File: src/rtl/uart_pkg.sv
// Shared UART definitions: FSM/parity encodings, default bit timing and the parity helper.
package uart_pkg;

  typedef enum logic [2:0] {
    IDLE  = 3'd0,
    START = 3'd1,
    DATA  = 3'd2,
    PAR   = 3'd3,
    STOP  = 3'd4
  } tx_state_t;

  typedef enum logic [1:0] {
    PAR_NONE = 2'd0,
    PAR_EVEN = 2'd1,
    PAR_ODD  = 2'd2
  } parity_t;

  localparam int DEFAULT_CLKS_PER_BIT = 868;
  localparam int MAX_DATA_W           = 9;

  // Narrower words are zero-extended by the caller; the zeros do not change the XOR.
  function automatic logic calc_parity(input logic [MAX_DATA_W-1:0] data, input parity_t mode);
    logic p;
    p = ^data;
    case (mode)
      PAR_EVEN: calc_parity = p;
      PAR_ODD:  calc_parity = ~p;
      default:  calc_parity = 1'b0;
    endcase
  endfunction

endpackage

File: src/rtl/uart_baud_counter.sv
// Bit-period timer: counts clk cycles and flags the last cycle of each serial bit.
module uart_baud_counter
  import uart_pkg::*;
#(
  parameter int CLKS_PER_BIT = DEFAULT_CLKS_PER_BIT
) (
  input  logic clk,
  input  logic rst,
  input  logic clear,
  output logic tick
);

  localparam int CW = $clog2(CLKS_PER_BIT);
  localparam logic [CW-1:0] LAST_CNT = CW'(CLKS_PER_BIT - 1);
  localparam logic [CW-1:0] CNT_ONE  = CW'(1);

  logic [CW-1:0] count_r;
  logic [CW-1:0] count_next_s;
  logic          tick_r;

  // Next count: forced to zero on clear, wraps after the last cycle of a bit.
  always_comb begin
    count_next_s = count_r;
    if (clear) begin
      count_next_s = '0;
    end else if (count_r == LAST_CNT) begin
      count_next_s = '0;
    end else begin
      count_next_s = count_r + CNT_ONE;
    end
  end

  // Count register plus a registered tick that mirrors count_r == LAST_CNT.
  always_ff @(posedge clk) begin
    if (rst) begin
      count_r <= '0;
      tick_r  <= 1'b0;
    end else begin
      count_r <= count_next_s;
      tick_r  <= (count_next_s == LAST_CNT);
    end
  end

  assign tick = tick_r;

endmodule

File: src/rtl/uart_tx_engine.sv
// UART transmitter: valid/ready word in, LSB-first serial frame out with optional parity
// and one or two stop bits; tx is registered and trails the FSM state by one cycle.
module uart_tx_engine
  import uart_pkg::*;
#(
  parameter int DATA_W       = 8,
  parameter int CLKS_PER_BIT = DEFAULT_CLKS_PER_BIT,
  parameter int PARITY       = 0,
  parameter int STOP_BITS    = 1
) (
  input  logic              clk,
  input  logic              rst,
  input  logic [DATA_W-1:0] tx_data,
  input  logic              tx_valid,
  output logic              tx_ready,
  output logic              tx,
  output logic              busy,
  output logic              done
);

  localparam int BW = $clog2(DATA_W + 1);
  localparam logic [BW-1:0] LAST_BIT  = BW'(DATA_W - 1);
  localparam logic [BW-1:0] BIT_ONE   = BW'(1);
  localparam logic          STOP_LAST = (STOP_BITS == 2) ? 1'b1 : 1'b0;
  localparam parity_t PAR_MODE = (PARITY == 2) ? PAR_ODD :
                                 (PARITY == 1) ? PAR_EVEN : PAR_NONE;

  tx_state_t         state_r;
  logic [DATA_W-1:0] shift_r;
  logic [BW-1:0]     bit_idx_r;
  logic              stop_cnt_r;
  logic              par_r;
  logic              tx_r;

  logic tick_s;
  logic final_s;
  logic ready_s;
  logic xfer_s;
  logic clear_s;

  uart_baud_counter #(
    .CLKS_PER_BIT(CLKS_PER_BIT)
  ) u_baud (
    .clk   (clk),
    .rst   (rst),
    .clear (clear_s),
    .tick  (tick_s)
  );

  // Handshake and end-of-frame decode; all terms come from registers except tx_valid.
  always_comb begin
    final_s = (state_r == STOP) && tick_s && (stop_cnt_r == STOP_LAST);
    ready_s = (state_r == IDLE) || final_s;
    xfer_s  = tx_valid && ready_s;
    clear_s = (state_r == IDLE) || xfer_s;
  end

  // Frame FSM; tx_r is loaded from the current state so the line lags state entry by one cycle.
  always_ff @(posedge clk) begin
    if (rst) begin
      state_r    <= IDLE;
      shift_r    <= '0;
      bit_idx_r  <= '0;
      stop_cnt_r <= 1'b0;
      par_r      <= 1'b0;
      tx_r       <= 1'b1;
    end else begin
      case (state_r)
        IDLE: begin
          tx_r <= 1'b1;
          if (xfer_s) begin
            state_r <= START;
          end
        end
        START: begin
          tx_r <= 1'b0;
          if (tick_s) begin
            state_r <= DATA;
          end
        end
        DATA: begin
          tx_r <= shift_r[0];
          if (tick_s) begin
            shift_r   <= shift_r >> 1;
            bit_idx_r <= bit_idx_r + BIT_ONE;
            if (bit_idx_r == LAST_BIT) begin
              state_r    <= (PAR_MODE != PAR_NONE) ? PAR : STOP;
              stop_cnt_r <= 1'b0;
            end
          end
        end
        PAR: begin
          tx_r <= par_r;
          if (tick_s) begin
            state_r    <= STOP;
            stop_cnt_r <= 1'b0;
          end
        end
        STOP: begin
          tx_r <= 1'b1;
          if (tick_s) begin
            if (stop_cnt_r == STOP_LAST) begin
              state_r <= xfer_s ? START : IDLE;
            end else begin
              stop_cnt_r <= stop_cnt_r + 1'b1;
            end
          end
        end
        default: begin
          state_r <= IDLE;
          tx_r    <= 1'b1;
        end
      endcase
      if (xfer_s) begin
        shift_r   <= tx_data;
        bit_idx_r <= '0;
        par_r     <= calc_parity(MAX_DATA_W'(tx_data), PAR_MODE);
      end
    end
  end

  assign tx_ready = ready_s;
  assign tx       = tx_r;
  assign busy     = (state_r != IDLE);
  assign done     = final_s;

endmodule

File: config.mk
export PLATFORM = sky130hd
export DESIGN_NAME = uart_tx_engine
export DESIGN_NICKNAME = d
export VERILOG_FILES = /design/src/rtl/uart_pkg.sv /design/src/rtl/uart_baud_counter.sv /design/src/rtl/uart_tx_engine.sv
export SDC_FILE = /design/constraint.sdc
export NUM_CORES = 1
export LEC_CHECK = 0
export CORE_ASPECT_RATIO = 1.5
export CORE_MARGIN = 1
export CORE_UTILIZATION = 28
export DETAILED_ROUTE_END_ITERATION = 10
export GPL_TIMING_DRIVEN = 0
export MAX_ROUTING_LAYER = met4
export PLACE_DENSITY = 0.54
export SLEW_MARGIN = 5
export SYNTH_ARGS = -nofsm -noshare
export SYNTH_HDL_FRONTEND = slang
export SYNTH_SLANG_ARGS = --single-unit
File: constraint.sdc
create_clock -name clk -period 3.5 [get_ports clk]
set_input_delay 0.7 -clock clk [delete_from_list [all_inputs] [get_ports clk]]
set_output_delay 0.7 -clock clk [all_outputs]
set_load 0.05 [all_outputs]
Word level (Yosys, flattened, before mapping)
Index checks and enable logic that the tools add are counted.

operators by class
  multiplexer cells = 21
  add/subtract/negate cells = 3
  reduce and logical (&&, ||, !) cells = 16
  equal/unequal tests = 14
  bitwise operators = 1

operators with widths
  kind                                           count
  2-to-1 mux 8 bit                               3
  2-to-1 mux 3 bit                               7
  == test 10 bit, second input constant          2
  2-to-1 mux 10 bit                              2
  case mux 3 bit (5 select lines)                1
  adder 10 x 1 -> 10 bit, second input constant  1
  != test 2 x 1 -> 1 bit, second input constant  4
  AND reduction 7 bit                            1
  == test 3 x 2 -> 1 bit, second input constant  2
  2-to-1 mux 1 bit                               6
  != test 2 bit, second input constant           3
  nonzero test 3 bit                             2
  AND reduction 5 bit                            1
  adder 4 x 1 -> 4 bit, second input constant    1
  == test 4 x 3 -> 1 bit, second input constant  1
  AND reduction 2 bit                            2
  nonzero test 2 bit                             2
  OR reduction 2 bit                             2
  == test 3 x 1 -> 1 bit, second input constant  1
  == test 3 bit, second input constant           1
  logical AND 1 bit                              3
  logical NOT 3 bit                              1
  case mux 1 bit (3 select lines)                1
  logical OR 1 bit                               2
  other kinds (3)                                3

word-level totals
  input bits = 11
  logic and storage cells = 62
  bits in registers = 28

Longest topological paths before layout
Gate-level depths: netlist of the first run.

  depth in word-level cells = 9
  depth in mapped cells = 5
  gate-level depth less buffers = 5

Hierarchy
From an unflattened synthesis of the first run, not the netlist that was laid out.

unflattened totals
  cells, all modules = 149
  area total of the unflattened synthesis = 1376.3 µm²

by module, submodules not included
  module             seq. area each (µm²)  cells an instance  area each (µm²)  times used
  uart_tx_engine     320.3                 84                 784.5            1
  uart_baud_counter  220.2                 65                 591.8            1

Worst setup path before layout of the first run
Ideal clock, no wire load.

  kind = register to output
  start = reg state_r[2]
  end = out tx_ready
  arrival time = 1.544 ns
  cell stages (with the launch flop) = 3
  slack = 1.256 ns
  path through = dfxtp_1 -> nor2b_1 -> nor3_1

on the way
  longest elaborated chain between the ends = 4
  elaborated cells between the ends (all ways) = 5
  those cells by class = eq/ne (1); reduce/logical (4)

RTL lines
  element                         RTL line               RTL
  start, declared                 uart_tx_engine.sv:28   tx_state_t state_r;
  start signal, assigned          uart_tx_engine.sv:87   state_r <= (PAR_MODE != PAR_NONE) ? PAR : STOP;
  start signal, assigned          uart_tx_engine.sv:103  state_r <= xfer_s ? START : IDLE;
  == test 3 bit                   uart_tx_engine.sv:52   final_s = (state_r == STOP) && tick_s && (stop_cnt_r == STOP_LAST);
  logical AND 1 bit (2 in a row)  uart_tx_engine.sv:52
  logical OR 1 bit (*)            uart_tx_engine.sv:53   ready_s = (state_r == IDLE) || final_s;
  end, declared                   uart_tx_engine.sv:15   output logic tx_ready,

Every way passes the cells marked *; elsewhere a longest branch is shown, timed or not.

Final worst setup path of the first run
  start = reg state_r[1]
  end = out done

on the way
  longest elaborated chain between the ends = 3

RTL lines
  element                         RTL line              RTL
  == test 3 bit                   uart_tx_engine.sv:52
  logical AND 1 bit (2 in a row)  uart_tx_engine.sv:52
  end, declared                   uart_tx_engine.sv:18  output logic done

Every way passes these cells.

==> results of run 1 <==
[cells by family after synthesis]
logic type | after synthesis
mux | 4
fa+ha+maj | 2
xor+xnor | 10
flops | 27
buf+inv | 9
compound gates | 26
simple gates | 63
[how the worst max path moves through the flow]
stage,to,slack (ns)
3_5_place_dp,done,1.11
6_report,done,0.81
2_1_floorplan,tx_ready,1.26
4_1_cts,done,0.80
3_3_place_gp,done,1.10
5_1_grt,done,0.69
[routing by layer]
metal	global-route usage, %	wire length (µm)	vias to the layer above	share of wire [%]
met1	14.1	1100	468	44
met4	5.54	46	0	1.8
met5	-	0	-	0
met2	20.0	1280	11	51
li1	-	-	538	-
met3	2.02	66	5	2.6
[worst register-to-register path: stages (launching register included)]
cell and delay (ns):
sky130_fd_sc_hd__dfxtp_1 0.41, sky130_fd_sc_hd__ha_1 0.30, sky130_fd_sc_hd__nand4_2 0.16, sky130_fd_sc_hd__xor2_1 0.17, sky130_fd_sc_hd__or3_1 0.32, sky130_fd_sc_hd__a2111oi_2 0.34
[cells in the final DEF (no fill, tap or decap), types with 3 or more instances in the layout]
| cell type | synthesis | routed |
|---|---|---|
| sky130_fd_sc_hd__dfxtp_1 | 27 | 27 |
| sky130_fd_sc_hd__nor2_1 | 17 | 17 |
| sky130_fd_sc_hd__clkdlybuf4s50_1 | 0 | 13 |
| sky130_fd_sc_hd__nand2_1 | 11 | 11 |
| sky130_fd_sc_hd__a21oi_1 | 10 | 10 |
| sky130_fd_sc_hd__nor3_1 | 7 | 7 |
| sky130_fd_sc_hd__nand3_1 | 6 | 6 |
| sky130_fd_sc_hd__xnor2_1 | 5 | 5 |
| sky130_fd_sc_hd__xor2_1 | 5 | 5 |
| sky130_fd_sc_hd__a22oi_1 | 5 | 5 |
| sky130_fd_sc_hd__or3_1 | 3 | 3 |
| sky130_fd_sc_hd__nor2b_1 | 3 | 3 |
| sky130_fd_sc_hd__clkbuf_1 | 2 | 3 |
| sky130_fd_sc_hd__nand4_1 | 3 | 3 |
| sky130_fd_sc_hd__inv_1 | 3 | 3 |
| sky130_fd_sc_hd__o21ai_0 | 3 | 3 |
| sky130_fd_sc_hd__mux2i_1 | 3 | 3 |
| sky130_fd_sc_hd__clkbuf_8 | 0 | 3 |
[registers in the layout, indices dropped and copies added, names as in the netlist]
signal          count
bit_idx_r           4
shift_r             8
state_r             3
tx                  1
u_baud.count_r     10
u_baud.tick         1
[layout make-up]
class,count,area share (%)
Clock buffer,4,3.04
Tap cell,46,3.89
Timing Repair Buffer,13,8.78
Multi-Input combinational cell,105,45.1
Inverter,3,0.760
Buffer,6,1.94
Sequential cell,27,36.5
[metrics by stage]
stage	std cells	area [µm²]	power, mW	worst slack, ns	utilization, %
4_1_cts	204	1480	0.567	0.797	34.9
3_3_place_gp	200	1440	0.387	1.10	33.8
2_1_floorplan	141	1250	0.364	1.26	-
5_1_grt	204	1480	0.581	0.688	34.9
6_report	204	1480	0.555	0.808	34.9
3_5_place_dp	200	1440	0.388	1.11	33.8
[power by group through the flow]
stage / clock network, mW / registers (mW) / logic, mW
after floorplan: 0 / 0.330 / 0.0333
after global placement: 0 / 0.329 / 0.0579
after detailed placement: 0 / 0.330 / 0.0586
after CTS: 0.185 / 0.323 / 0.0588
after global routing: 0.193 / 0.324 / 0.0645
final: 0.175 / 0.322 / 0.0579
==> metrics, run 1 <==
largest family of logic cells by synthesized area simple AND/OR/NAND/NOR gates; count of antenna diodes in the layout 0; number of hold violations in the final report 0; largest net degree at the start of global routing 15; clock latency of the later-clocked register in the worst-skew pair roughly 0.27 ns; deepest level of the CTS H-tree 1; total length of routed wires approximately 2500 µm; Die Ht 83.8 µm; die area ~4700 µm²; maximum buffer depth of the clock tree 2; Initial Utilization 29.4%; measured slew at the worst slew-check pin 0.499 ns; Min-Delay Endpoint shift_r[4]$_SDFFE_PP0P_; Total GRT Usage between 10% and 20%; most common library cells after synthesis sky130_fd_sc_hd__dfxtp_1, sky130_fd_sc_hd__nor2_1, sky130_fd_sc_hd__nand2_1; number of filler instances in the final layout between 400 and 500; critical path depth 3; area of the core approximately 4200 µm²; fraction of final layout cells sized beyond drive strength 1 8.23%; unrepaired setup endpoints after global routing no; outcome finished clean; DR iter-0 viols 48; post-synthesis cell count around 140; share of total power in sequential cells between 50 and 60%; post-synthesis adder-cell area fraction under 10%; Min Clock Period, post-route between 2 and 3 ns; Crit path buffers/inverters 1; start point of the critical path state_r[1]$_SDFFE_PP0P_; number of placed I/O pins 15; footprint of the multi-input gates 668 µm²; residual antenna-violating net count after detailed routing 0; final worst hold slack 0.460 ns; Area growth, synth to finish 18.6%; Clock Root Buffer sky130_fd_sc_hd__clkbuf_8; register clock-pin slew on the reported worst setup and hold paths around 0.090 ns; FF+latch area 541 µm²; number of register bits inferred by synthesis 27; width of the die 56.5 µm; LEAKAGE between 0.4 and 0.5 nW; Clk network pwr share a little under a third; port bufs 13; fin nets 172; post-detailed-placement half-perimeter wirelength 1900 µm; number of setup violations in the final report 0; post-synth top area cell sky130_fd_sc_hd__dfxtp_1; number of buffers added by the clock tree synthesis step 3; DRC violations left 0; setup TNS after final layout 0 ns; type of origin of the critical path flop; detailed-route via count between 1k and 1.5k; top post-synthesis cells by area sky130_fd_sc_hd__dfxtp_1, sky130_fd_sc_hd__nor2_1, sky130_fd_sc_hd__a21oi_1, sky130_fd_sc_hd__xnor2_1, sky130_fd_sc_hd__xor2_1; count of cells resized by post-cts repair 0; critical register-to-register path startpoint u_baud.count_r[0]$_SDFF_PP0_; commonest register cell after synthesis sky130_fd_sc_hd__dfxtp_1; share of the clock period used by the worst path between 70 and 80%; Pwr per Cell Area between 300 and 400 nW/µm²; share of the synthesized area in the top cell type a little over two fifths; sequential element share of the synthesized area between 40 and 50%; cts-stage hold buffer count 0; cell row count 29; most frequent cell after synthesis sky130_fd_sc_hd__dfxtp_1; TritonCTS clock tree yes; Mapped Avg Cell Area slightly below 9 µm²; post-synthesis cell area between 1000 and 1500 µm²; Highest Clock Rate roughly 370 MHz; post-synthesis simple-gate area fraction between 20% and 30%; nature of the critical path endpoint primary output; wire length per cell 12.2 µm; number of detailed-route iterations in the first pass 4; cell internal pwr around 420 µW; chain of cells forming the critical path nor2_1, and3_1, clkdlybuf4s50_1; count of yosys warnings during synthesis 0; post-synthesis compound-gate area fraction between 10% and 20%; XOR/XNOR Fraction of Synth Area 7.01%; delay-heaviest family, CP buffers and inverters; gr ovfl total 0; number of vias per cell after detailed routing between 5 and 6; Relative slew margins between 60% and 70%; relative contribution of combinational cells to total power a little over a tenth; critical path data required time around 2.8 ns; vias in the first global route between 1k and 1.5k; Worst R2R Path Depth 5; data arrival time of the critical path ~2 ns; first-pass GRT wire length about 4500 µm; class of the tightest hold or removal check reg -> reg; multiplexer fraction of the synthesized cell area under 10%; worst reg2reg setup slack between 1.5 and 2 ns; IR Drop Worst-Case VDD approximately 0.00018 V; Final Max Slew Viols 0; Hold Crit Start shift_r[4]$_SDFFE_PP0P_; Max-Cap Viols 0; critical path fanouts, max 8; RR Endpoint u_baud.tick$_SDFF_PP0_; net count of the mapped netlist between 150 and 200; async set-reset flop share out of synthesis 0%; Fin Clk Skew around 0.0048 ns; switching share of total power between 20% and 30%; Critical Path Slowest Stage Cell sky130_fd_sc_hd__clkdlybuf4s50_1; number of cells on the worst hold path 2; number of synthesized flops with an enable pin 0; buffers inserted by post-CTS timing repair 0; post-synth cell types 38; weighted congestion at the end of routability-driven global placement around 0.84; Sw Pwr 132 µW; max incr delay on CP just under 0.8 ns; clk sink count 27; Setup CP Type reg -> out; number of antenna violations at the first check in global routing 0
Power figures use the tool's default switching activity.
==> inputs of run 2 (changes only) <==
clock period = 2.8 ns   (was 3.5 ns; I/O delays follow)
==> results of run 2 <==
The final DEF is identical to that of run 1. Status: finished clean.
Main changes from that run: setup slack after placement 1.11 ns -> 0.551 ns; setup slack after layout 0.808 ns -> 0.248 ns; register-to-register setup slack 1.71 ns -> 1.01 ns; total power 0.555 mW -> 0.693 mW; worst IR drop on VDD 0.000180 V -> 0.000225 V
